==> src/rtl/pong_ball_engine.sv <==
// -----------------------------------------------------------------------------
// pong_ball_engine
//
// Purpose:
//   Moves a square ball across the screen and runs the serve, play and scored
//   sequence of a Pong game. The ball bounces off the top and bottom walls and
//   off the left and right paddles. A point is scored when the ball passes a
//   paddle. Each player's score saturates at 15. The ball box outputs drive the
//   pixel renderer.
//
// Ports:
//   i_clk, i_rst            clock; synchronous active-high reset
//   i_ani_stb, i_animate    animation strobe and its qualifier (step = both high)
//   i_lpad_y1/y2            left paddle top/bottom rows (inclusive)
//   i_rpad_y1/y2            right paddle top/bottom rows (inclusive)
//   o_x1/o_x2, o_y1/o_y2    ball box edges (centre -/+ H_SIZE)
//   o_hit                   1-cycle pulse on a paddle bounce
//   o_point_l/o_point_r     1-cycle pulse when the left/right player scores
//   o_score_l/o_score_r     player scores, saturating at 15
//   o_state                 0=SERVE 1=PLAY 2=SCORED
//
// Configuration:
//   PONG_BALL_SPEEDUP_EN    when defined, each paddle hit raises the ball speed
//                           by 1 up to MAX_SPEED; the speed resets on every serve.
//                           When undefined, the speed is the constant SPEED.
// -----------------------------------------------------------------------------
module pong_ball_engine #(
  parameter int H_SIZE     = 8,
  parameter int IX         = 320,
  parameter int IY         = 240,
  parameter int IX_DIR     = 1,
  parameter int IY_DIR     = 1,
  parameter int D_WIDTH    = 640,
  parameter int D_HEIGHT   = 480,
  parameter int PAD_X_L    = 32,
  parameter int PAD_X_R    = 608,
  parameter int SPEED      = 2,
  parameter int MAX_SPEED  = 6,
  parameter int SERVE_WAIT = 60
) (
  input  logic        i_clk,
  input  logic        i_rst,
  input  logic        i_ani_stb,
  input  logic        i_animate,
  input  logic [11:0] i_lpad_y1,
  input  logic [11:0] i_lpad_y2,
  input  logic [11:0] i_rpad_y1,
  input  logic [11:0] i_rpad_y2,
  output logic [11:0] o_x1,
  output logic [11:0] o_x2,
  output logic [11:0] o_y1,
  output logic [11:0] o_y2,
  output logic        o_hit,
  output logic        o_point_l,
  output logic        o_point_r,
  output logic [3:0]  o_score_l,
  output logic [3:0]  o_score_r,
  output logic [1:0]  o_state
);

  typedef enum logic [1:0] {
    SERVE  = 2'd0,
    PLAY   = 2'd1,
    SCORED = 2'd2
  } state_t;

  localparam int CNT_W = (SERVE_WAIT > 1) ? $clog2(SERVE_WAIT) : 1;

  // Bounds, all in 13 bits so that no sum or difference can wrap.
  localparam logic [12:0] H13      = 13'(H_SIZE);
  localparam logic [12:0] Y_MAX    = 13'(D_HEIGHT - 1 - H_SIZE);
  localparam logic [12:0] X_GOAL_R = 13'(D_WIDTH - 1 - H_SIZE);
  localparam logic [12:0] L_FACE   = 13'(PAD_X_L + H_SIZE);
  localparam logic [12:0] R_FACE   = 13'(PAD_X_R);
  localparam logic [11:0] L_CLAMP  = 12'(PAD_X_L + H_SIZE + 1);
  localparam logic [11:0] R_CLAMP  = 12'(PAD_X_R - H_SIZE - 1);

  // A serve speed above the ceiling is a configuration error.
  if (SPEED < 1 || SPEED > MAX_SPEED) begin : g_bad_speed
    $error("pong_ball_engine: SPEED must lie in 1..MAX_SPEED");
  end

  function automatic logic [3:0] sat_inc_score(input logic [3:0] s);
    return (s == 4'hF) ? s : s + 4'd1;
  endfunction

  state_t             state_q;
  logic [11:0]        x_q, y_q;
  logic               x_dir_q, y_dir_q;
  logic [CNT_W-1:0]   cnt_q;
  logic               tog_q;
  logic [3:0]         score_l_q, score_r_q;
  logic               hit_q, point_l_q, point_r_q;

  logic [12:0]        spd13;

`ifdef PONG_BALL_SPEEDUP_EN
  localparam logic [3:0] SPD_MAX = 4'(MAX_SPEED);
  logic [3:0] spd_q;

  function automatic logic [3:0] sat_inc_speed(input logic [3:0] s);
    return (s >= SPD_MAX) ? SPD_MAX : s + 4'd1;
  endfunction

  assign spd13 = {9'd0, spd_q};
`else
  assign spd13 = 13'(SPEED);
`endif

  logic        step;
  logic [12:0] x13, y13, nx, ny;
  logic [11:0] y_d;
  logic        y_dir_d;
  logic        l_hit, r_hit, l_goal, r_goal;

  always_comb begin
    step = i_animate & i_ani_stb;
    x13  = {1'b0, x_q};
    y13  = {1'b0, y_q};
    nx   = x_dir_q ? x13 + spd13 : x13 - spd13;
    ny   = y_dir_q ? y13 + spd13 : y13 - spd13;

    // Wall bounce clamps onto the wall and reverses vertical direction.
    y_d     = ny[11:0];
    y_dir_d = y_dir_q;
    if (y_dir_q) begin
      if (ny >= Y_MAX) begin
        y_d     = Y_MAX[11:0];
        y_dir_d = 1'b0;
      end
    end else if (ny <= H13) begin
      y_d     = H13[11:0];
      y_dir_d = 1'b1;
    end

    // A hit needs the ball edge to cross the paddle face on this step; a ball
    // that is already past the face can only go on to score. The comparisons
    // are rearranged to add H_SIZE on the other side instead of subtracting.
    l_hit  = !x_dir_q && (nx <= L_FACE) && (x13 > L_FACE) &&
             (y13 + H13 >= {1'b0, i_lpad_y1}) && (y13 <= {1'b0, i_lpad_y2} + H13);
    r_hit  =  x_dir_q && (nx + H13 >= R_FACE) && (x13 + H13 < R_FACE) &&
             (y13 + H13 >= {1'b0, i_rpad_y1}) && (y13 <= {1'b0, i_rpad_y2} + H13);
    l_goal = !x_dir_q && !l_hit && (nx <= H13);
    r_goal =  x_dir_q && !r_hit && (nx >= X_GOAL_R);
  end

  always_ff @(posedge i_clk) begin
    if (i_rst) begin
      state_q   <= SERVE;
      x_q       <= 12'(IX);
      y_q       <= 12'(IY);
      x_dir_q   <= (IX_DIR != 0);
      y_dir_q   <= (IY_DIR != 0);
      cnt_q     <= '0;
      tog_q     <= 1'b0;
      score_l_q <= 4'd0;
      score_r_q <= 4'd0;
      hit_q     <= 1'b0;
      point_l_q <= 1'b0;
      point_r_q <= 1'b0;
`ifdef PONG_BALL_SPEEDUP_EN
      spd_q     <= 4'(SPEED);
`endif
    end else begin
      hit_q     <= 1'b0;
      point_l_q <= 1'b0;
      point_r_q <= 1'b0;
      case (state_q)
        SERVE: begin
          if (step) begin
            if (cnt_q == CNT_W'(SERVE_WAIT - 1)) begin
              state_q <= PLAY;
              cnt_q   <= '0;
            end else begin
              cnt_q <= cnt_q + 1'b1;
            end
          end
        end
        PLAY: begin
          if (step) begin
            // A goal freezes the ball for its last cycle; position is reset in SCORED.
            if (l_goal) begin
              point_r_q <= 1'b1;
              score_r_q <= sat_inc_score(score_r_q);
              state_q   <= SCORED;
            end else if (r_goal) begin
              point_l_q <= 1'b1;
              score_l_q <= sat_inc_score(score_l_q);
              state_q   <= SCORED;
            end else begin
              y_q     <= y_d;
              y_dir_q <= y_dir_d;
              if (l_hit || r_hit) begin
                x_q     <= l_hit ? L_CLAMP : R_CLAMP;
                x_dir_q <= l_hit;
                hit_q   <= 1'b1;
`ifdef PONG_BALL_SPEEDUP_EN
                spd_q   <= sat_inc_speed(spd_q);
`endif
              end else begin
                x_q <= nx[11:0];
              end
            end
          end
        end
        SCORED: begin
          // The toggle flips on every goal and the new value picks the serve
          // direction, so consecutive serves go opposite ways starting from
          // IX_DIR after reset.
          x_q     <= 12'(IX);
          y_q     <= 12'(IY);
          y_dir_q <= (IY_DIR != 0);
          x_dir_q <= (IX_DIR != 0) ^ ~tog_q;
          tog_q   <= ~tog_q;
          cnt_q   <= '0;
          state_q <= SERVE;
`ifdef PONG_BALL_SPEEDUP_EN
          spd_q   <= 4'(SPEED);
`endif
        end
        default: state_q <= SERVE;
      endcase
    end
  end

  assign o_x1      = x_q - 12'(H_SIZE);
  assign o_x2      = x_q + 12'(H_SIZE);
  assign o_y1      = y_q - 12'(H_SIZE);
  assign o_y2      = y_q + 12'(H_SIZE);
  assign o_hit     = hit_q;
  assign o_point_l = point_l_q;
  assign o_point_r = point_r_q;
  assign o_score_l = score_l_q;
  assign o_score_r = score_r_q;
  assign o_state   = state_q;

endmodule

==> config.mk <==
export PLATFORM = sky130hd
export DESIGN_NAME = pong_ball_engine
export DESIGN_NICKNAME = d
export VERILOG_FILES = /design/src/rtl/pong_ball_engine.sv
export SDC_FILE = /design/constraint.sdc
export NUM_CORES = 1
export LEC_CHECK = 0
export CAP_MARGIN = 10
export CORE_UTILIZATION = 30
export CTS_CLUSTER_DIAMETER = 200
export DETAILED_ROUTE_END_ITERATION = 16
export SLEW_MARGIN = 20
export SYNTH_ARGS = -nofsm -noshare
export SYNTH_HDL_FRONTEND = slang
export SYNTH_SLANG_ARGS = --single-unit
==> constraint.sdc <==
create_clock -name i_clk -period 6.8 [get_ports i_clk]
set_input_delay 2.04 -clock i_clk [delete_from_list [all_inputs] [get_ports i_clk]]
set_output_delay 2.04 -clock i_clk [all_outputs]
set_load 0.01 [all_outputs]
==> summary.txt <==
Setup TNS -> 0 ns
Count leader, synth -> ha_1
Synthesized Nets -> 892
Hold_buf cts -> 0
Cts repair resizes -> 0
Register clock-pin slew on the reported worst setup and hold paths -> 0.06 ns
R2R Path End -> x_q[0]
GRT overflow -> 0
Core box area -> 0.0188 mm2
Initial antenna violation count -> 0
Power per cell area -> 87.3 mW/mm2
IO Port Bufs -> 112
Global-route wire length before repair -> 26400 um
Crit Reg-Reg Startpoint -> x_dir_q
Worst Tran Pin Value -> 0.909 ns
Worst reg-to-reg path cell count -> 12
GRT Total Usage -> 0.162
Root Buffer -> clkbuf_16
Area occupied by multi-input gates -> 0.00438 mm2
Post-CTS setup buffers -> 0
Status -> complete, no violations
RSZ-0062 raised after global routing -> false
Core Util, Final -> 0.379
Synth area leaders -> ha_1 (18%), dfxtp_1 (16%), xnor2_1 (5.2%)
CP Class -> primary input to flip-flop
Synth cell types -> 69
Mean Syn Cell Area -> 7.63 um2
Vias in the first global route -> 5149
Wire per inst -> 15.3 um
Reg area -> 921 um2
Worst EP arrival -> 6.05 ns
DRC Markers -> 0
Synth area leader -> ha_1
Drt total wl -> 16300 um
Total number of vias -> 5676
Final net count -> 970
Mapped Area -> 0.00576 mm2
Die height -> 141 um
Final hold violation count -> 0
Top cell type's share of synthesized area -> 0.180
Fraction of layout cells with a size suffix above 1 -> 0.0324
Diodes inserted -> 0
H-tree depth -> 2
Register area share after synthesis -> 0.160
Total power -> 0.621 mW
Predominant post-synthesis flop cell -> dfxtp_1
Setup slack, reg-to-reg -> 2.28 ns
Initial core utilization -> 0.307
Synth Warn # -> 0
Setup-failing EPs final -> 0
Cell count after synthesis -> 755
Hpwl dp -> 12500 um
Drt initial violations -> 272
Leak pwr -> 2.90 nW
Final instance count without filler cells -> 1068
DP Area -> 0.00697 mm2
CP Launch Type -> primary input
Yosys reg bits -> 46
FP Rows -> 50
Final period util -> 0.869
Post-Place Cells -> 1060
Worst hold path class -> flip-flop to flip-flop
Longest Clk Path Bufs -> 2
Clock skew -> 0.00566 ns
Rel. slew slack -> 0.391
Synth top cells by count -> ha_1 (83), inv_1 (58), nor2_1 (57)
Slowest CP cell -> clkdlybuf4s50_1
Vias/cell -> 5.31
Slew Limit Fails -> 0
Worst path required time -> 6.94 ns
Clk_lat worst skew -> 0.29 ns
Post-synth EDFFs -> 0
Worst vdd ir -> 0.0743 mV
Slack of the critical path -> 0.893 ns
Max cap viols -> 0
First-pass detailed-route iteration total -> 6
Fin area -> 0.00711 mm2
CP endpoint -> x_q[6]
CP startpoint -> i_lpad_y2[5]
Final Critical Period -> 5.91 ns
Max Freq -> 0.169 GHz
Critical path fanouts, max -> 24
Io pins -> 113
CP endpoint kind -> flip-flop
RD Place Congestion -> 0.851
Pin count of the biggest net entering global routing -> 25
P&R area growth vs syn -> 23.5%
Critical-path cell list -> clkdlybuf4s50_1 -> and4_1 -> and4_1 -> xnor2_1 -> ha_1 -> a2111oi_0 -> o21ai_0 -> o211ai_1 -> o2111ai_1 -> a41oi_1 -> o211ai_1 -> buf_4 -> nor4_1 -> o21ai_0
CTS tree -> yes
Slowest cell delay on critical path -> 0.54 ns
TritonCTS Sinks -> 46
Fill count -> 1959
DIE WIDTH -> 141 um
Place WS -> 0.598 ns
Antenna Nets Post-Route -> 0
Num CTS Buffers -> 5
Die ar. -> 0.0198 mm2
Ys async rst share -> 0
Min Hold Slack -> 0.503 ns
-- cells by family (layout without fill, tap and decap cells) --
kind of cell / count (synthesis) / after routing / synth area share
flip-flops: 46 / 46 / 0.160
multiplexers: 6 / 6 / 0.0111
AND/OR/NAND/NOR: 259 / 259 / 0.235
AO/OA/AOI/OAI: 193 / 193 / 0.231
XOR/XNOR: 63 / 63 / 0.0958
adder cells (fa/ha/maj): 85 / 85 / 0.187
buffers and inverters: 103 / 182 / 0.0795
-- metal layers --
layer,GRT usage,share of wire,vias to the layer above
li1,-,-,2917
met3,0.0282,0.056,13
met1,0.232,0.50,2594
met5,0,0,-
met2,0.258,0.43,152
met4,0.0229,0.0079,0
-- final cells by class --
type | instances | share of cell area
Sequential cell | 46 | 0.129
Clock inverter | 1 | 0.000704
Tap cell | 234 | 0.0412
Timing Repair Buffer | 116 | 0.162
Inverter | 58 | 0.0306
Clock buffer | 7 | 0.0201
Multi-Input combinational cell | 606 | 0.616
-- worst min path at each step --
stage	startpoint	end	slack [ns]	depth (start not counted)
2_1_floorplan	cnt_q[5]	cnt_q[5]	0.47	2
3_3_place_gp	o_state[0]	o_state[0]	0.49	2
3_5_place_dp	o_state[0]	o_state[0]	0.49	2
4_1_cts	o_state[0]	o_state[0]	0.50	2
5_1_grt	o_state[0]	o_state[0]	0.53	2
6_report	cnt_q[5]	cnt_q[5]	0.50	2
-- sequential cells by signal, indices dropped and copies added, names as in the netlist, 2 cells and up --
signal     count
o_state        2
y_q           12
x_q           12
o_score_l      4
cnt_q          6
o_score_r      4
-- layout by cell type, fill, tap and decap left out, types with 13 or more instances in the layout --
master           count
a21oi_1             36
nand3_1             43
ha_1                83
nor2_1              57
and3_1              16
a21o_1              13
clkdlybuf4s50_1    112
o21ai_0             38
inv_1               58
xor2_1              29
xnor2_1             34
nand2_1             44
dfxtp_1             46
nor3_1              13
nand4_1             17
o211ai_1            16
-- power breakdown --
| part | switching, mW | internal (mW) |
|---|---|---|
| registers | 0.00165 | 0.271 |
| clock network | 0.105 | 0.146 |
| logic | 0.0441 | 0.0530 |
| total | 0.151 | 0.470 |
-- worst max-delay path: cells and delay by family --
kind | cells | cell delay [ns]
AND/OR/NAND/NOR | 3 | 0.65
adder cells (fa/ha/maj) | 1 | 0.27
AO/OA/AOI/OAI | 7 | 2.03
buffers and inverters | 2 | 0.91
XOR/XNOR | 1 | 0.13
(Power assumes the default switching activity.)
